**src/rtl/pkt_pkg.sv**
```systemverilog
// Shared packet framing definitions for the transmit and receive FSMs.
package pkt_pkg;

  localparam int PKT_DATA_W = 8;
  localparam int PKT_LEN_W  = 4;

  // State names the word currently being fetched (or the idle gap between packets).
  typedef enum logic [1:0] {
    STATE_IDLE = 2'b00,
    STATE_HEAD = 2'b01,
    STATE_DATA = 2'b10,
    STATE_TAIL = 2'b11
  } pkt_state_e;

endpackage

```
**src/rtl/pkt_tx.sv**
```systemverilog
// Packet transmitter: frames a requested number of source words into a
// head/data/tail stream through a single output register with full
// back-pressure and one word per cycle throughput.
module pkt_tx
  import pkt_pkg::*;
#(
  parameter int DATA_W = PKT_DATA_W,
  parameter int LEN_W  = PKT_LEN_W
) (
  input  logic              clock,
  input  logic              reset,
  input  logic              start,
  input  logic [LEN_W-1:0]  length,
  input  logic              src_valid,
  input  logic [DATA_W-1:0] src_data,
  output logic              src_ready,
  output logic              valid,
  output logic              head,
  output logic              tail,
  output logic [DATA_W-1:0] data,
  input  logic              ready,
  output logic              busy,
  output logic              err
);

  localparam logic [LEN_W-1:0] REM_ONE = LEN_W'(1);
  localparam logic [LEN_W-1:0] REM_TWO = LEN_W'(2);

  pkt_state_e        state_reg;
  logic [LEN_W-1:0]  rem_reg;
  logic [DATA_W-1:0] data_reg;
  logic              valid_reg;
  logic              head_reg;
  logic              tail_reg;
  logic              err_reg;
  logic              src_fire;
  logic              out_fire;

  // Fetch only while a packet is open, words remain, and the output slot is empty or draining now.
  always_comb begin
    src_ready = (state_reg != STATE_IDLE) && (rem_reg != '0) && (!valid_reg || ready);
    src_fire  = src_valid && src_ready;
    out_fire  = valid_reg && ready;
  end

  // Packet FSM and output register; a load in the same cycle as an accept overrides the clear.
  always_ff @(posedge clock) begin
    if (reset) begin
      state_reg <= STATE_IDLE;
      rem_reg   <= '0;
      data_reg  <= '0;
      valid_reg <= 1'b0;
      head_reg  <= 1'b0;
      tail_reg  <= 1'b0;
      err_reg   <= 1'b0;
    end else begin
      err_reg <= 1'b0;

      if (out_fire) begin
        valid_reg <= 1'b0;
        head_reg  <= 1'b0;
        tail_reg  <= 1'b0;
      end

      if (src_fire) begin
        data_reg  <= src_data;
        valid_reg <= 1'b1;
        head_reg  <= (state_reg == STATE_HEAD);
        tail_reg  <= (rem_reg == REM_ONE);
        rem_reg   <= rem_reg - REM_ONE;
      end

      case (state_reg)
        STATE_IDLE: begin
          if (start) begin
            if (length >= REM_TWO) begin
              state_reg <= STATE_HEAD;
              rem_reg   <= length;
            end else begin
              err_reg <= 1'b1;
            end
          end
        end
        STATE_HEAD: begin
          if (src_fire) begin
            state_reg <= (rem_reg > REM_TWO) ? STATE_DATA : STATE_TAIL;
          end
        end
        STATE_DATA: begin
          if (src_fire && (rem_reg == REM_TWO)) begin
            state_reg <= STATE_TAIL;
          end
        end
        STATE_TAIL: begin
          if (valid_reg && tail_reg && ready) begin
            state_reg <= STATE_IDLE;
          end
        end
        default: state_reg <= STATE_IDLE;
      endcase
    end
  end

  assign valid = valid_reg;
  assign head  = head_reg;
  assign tail  = tail_reg;
  assign data  = data_reg;
  assign busy  = (state_reg != STATE_IDLE);
  assign err   = err_reg;

endmodule
```
**config.mk**
```make
export PLATFORM = sky130hd
export DESIGN_NAME = pkt_tx
export DESIGN_NICKNAME = d
export VERILOG_FILES = /design/src/rtl/pkt_pkg.sv /design/src/rtl/pkt_tx.sv
export SDC_FILE = /design/constraint.sdc
export NUM_CORES = 1
export LEC_CHECK = 0
export ABC_AREA = 1
export BUFFER_PORTS_ARGS = -buffer_cell sky130_fd_sc_hd__buf_2
export CAP_MARGIN = 20
export CORE_MARGIN = 1.5
export CORE_UTILIZATION = 30
export CTS_BUF_LIST = sky130_fd_sc_hd__clkbuf_4 sky130_fd_sc_hd__clkbuf_8
export DETAILED_ROUTE_END_ITERATION = 6
export SYNTH_ARGS = -nofsm -noshare
export SYNTH_HDL_FRONTEND = slang
export SYNTH_SLANG_ARGS = --single-unit
```
**constraint.sdc**
```tcl
create_clock -name clock -period 2.4 [get_ports clock]
set_clock_uncertainty 0.1 [all_clocks]
set_input_delay 0.24 -clock clock [delete_from_list [all_inputs] [get_ports clock]]
set_output_delay 0.24 -clock clock [all_outputs]
set_load 0.02 [all_outputs]
```
==> metrics.yaml <==
maxCapViolCount: 0
ir_worst_vdd_mv: 0.311
p_seq_share_pct: 32.6
finalHoldViolCount: 0
max_freq_mhz: 518
cp.arrival_ns: 1.59
area_growth_pct: 22.3
coreArea_mm2: 0.00305
path_clk_slew_ns: 0.10
tritoncts: "yes"
power.internal_w: 0.000719
yosys_warnings: 0
viasPerCell: 4.42
floorplan.initialDensity_pct: 31.7
cts_hold_buf: 0
crit_path_max_fanout: 5
ys.flop_type: "dfxtp_1"
root_buffer: "clkbuf_4"
slowest_stage: "dfxtp_1"
syn_nets: 158
min_period_ns: 1.93
num_vias: 919
htree_levels: 1
worstSetupPathType: "flop to primary output"
overflow: 0
wire_per_inst_um: 9.85
antenna_cells: 0
switchingPower_w: 0.000592
synth_edf_count: 0
seq_area_frac_synth_pct: 37.3
fin_nets: 190
gp_congestion: 0.849
drc: 0
place_ws_ns: 0.581
ant_nets: 0
crit_path_cell_trace: "inv_1 -> ha_1 -> a21oi_4 -> and2_2 -> buf_2"
clock_path_buffers: 2
cpPeakStageDelay_ns: 0.42
setup_slack_ns: 0.470
r2r_cells: 8
antenna_found_initial: 0
wl_mm: 2.05
io_pins: 31
place_hpwl_mm: 1.61
swShare_pct: 45.2
drt_iter0_markers: 35
largest_reg_flops: 8
p_clk_share_pct: 14.0
synth_seq_cells: 18
numPortBuffers: 30
synth_top_cell_by_area: "dfxtp_1"
die-width_um: 59.8
placedCellCount: 204
holdCritPathClass: "primary input to flop"
worstHoldPathCells: 3
grt_max_degree: 20
post_cts_buffers: 0
async_flop_share_pct: 0
finish.cell_count_without_fillers: 208
relSlewSlack_pct: 81.3
outcome: "finished, final reports clean"
final.period_utilization_pct: 80.4
yosys-top-cells-count: "nand2_1, dfxtp_1, a21oi_1, inv_1, nand3_1"
cp.required_ns: 2.06
fp.dieH_um: 59.8
p_per_area_mw_per_mm2: 1110
setup_violations: 0
dieArea_mm2: 0.00357
clk_latency_ns: 0.29
avgSynthCellArea_um2: 7.27
whs_ns: 0.0541
ys_top_cells_by_area: "dfxtp_1, nand2_1, ha_1"
cts_sinks: 18
slew_violations: 0
power_leakage_nw: 0.590
rsz0062_at_grt: "false"
synth_cell_type_count: 21
syn_inst: 133
drive_above_1_share_pct: 24.4
tns_ns: 0
grt_pass1_wl_mm: 3.33
yosys.cell_count.top_type: "nand2_1"
crit_path_start_kind: "flop"
cp-end-kind: "primary output"
tightest_slew_ns: 0.281
grtUsageTotal_pct: 12.2
combPwrFrac_pct: 53.4
num_rows: 20
n_fill_cell: 336
cts_buffers: 3
grt_pass1_vias: 803
cts-resized-gates: 0
syn-cell-area_um2: 967
fin_total_pwr_w: 0.00131
dr.pass1.iters: 4
synthDominantCellAreaShare_pct: 37.3
-- metrics by stage --
stage,util [%],area (um2)
after floorplan,-,967
after global placement,37.5,1150
after detailed placement,37.5,1150
after CTS,38.7,1180
after global routing,38.7,1180
final,38.7,1180
-- worst paths after layout --
| check | start | to | slack (ns) |
|---|---|---|---|
| min | length[3] | rem_reg[3] | 0.05 |
| max | state_reg[0] | src_ready | 0.47 |
| min reg2reg | data[0] | data[0] | 0.36 |
| max reg2reg | state_reg[0] | state_reg[1] | 0.58 |
-- metal layers --
metal	vias up	global-route usage [%]	wire, um
met4	0	3.81	7
met1	400	15.0	923
li1	488	-	-
met3	2	3.03	133
met5	-	0	0
met2	29	20.7	983
-- worst max-delay path: cells and delay by family, from the launching register on --
| kind | cells | cell delay (ns) |
|---|---|---|
| flip-flops | 1 | 0.42 |
| adder cells (fa/ha/maj) | 1 | 0.29 |
| buffers and inverters | 2 | 0.27 |
| AO/OA/AOI/OAI | 1 | 0.17 |
| AND/OR/NAND/NOR | 1 | 0.16 |
-- placed cells by master, fill, tap and decap left out --
master	instances
nand2_1	44
buf_2	30
dfxtp_1	18
a21oi_1	15
inv_1	13
nand3_1	11
ha_1	8
nor2_1	7
o21ai_0	3
clkbuf_4	3
a21oi_4	1
nor2_2	1
and2_2	1
nand3_4	1
or2_2	1
nand3b_1	1
o21bai_1	1
a31oi_1	1
inv_4	1
nor3_1	1
xnor2_1	1
clkbuf_8	1
-- layout make-up --
class / instances / area, um2 / area share, %
multi-input cells: 98 / 526 / 44.4
flip-flops and latches: 18 / 360 / 30.5
repair buffers: 30 / 150 / 12.7
inverters: 14 / 55.1 / 4.66
well taps: 44 / 55.1 / 4.66
clock buffers: 4 / 36.3 / 3.07
-- cells by family (layout without fill, tap and decap cells) --
| logic type | count (synthesis) | in the layout | share of synthesized area [%] |
|---|---|---|---|
| and+or+nand+nor | 68 | 68 | 30.7 |
| AOI/OAI and AO/OA | 21 | 21 | 12.4 |
| xor gates and xnor gates | 1 | 1 | 0.906 |
| DFF | 18 | 18 | 37.3 |
| buffers and inverters | 17 | 48 | 8.41 |
| adders and majority gates | 8 | 8 | 10.3 |
-- power by group through the flow --
stage / sequential, W / combinational [W] / clock, W
3_5_place_dp: 0.000435 / 0.000705 / 0
5_1_grt: 0.000438 / 0.000805 / 0.000204
4_1_cts: 0.000428 / 0.000709 / 0.000195
2_1_floorplan: 0.000461 / 0.000524 / 0
3_3_place_gp: 0.000433 / 0.000683 / 0
6_report: 0.000428 / 0.000700 / 0.000184
Note: power is estimated with default switching activity, not from simulation.
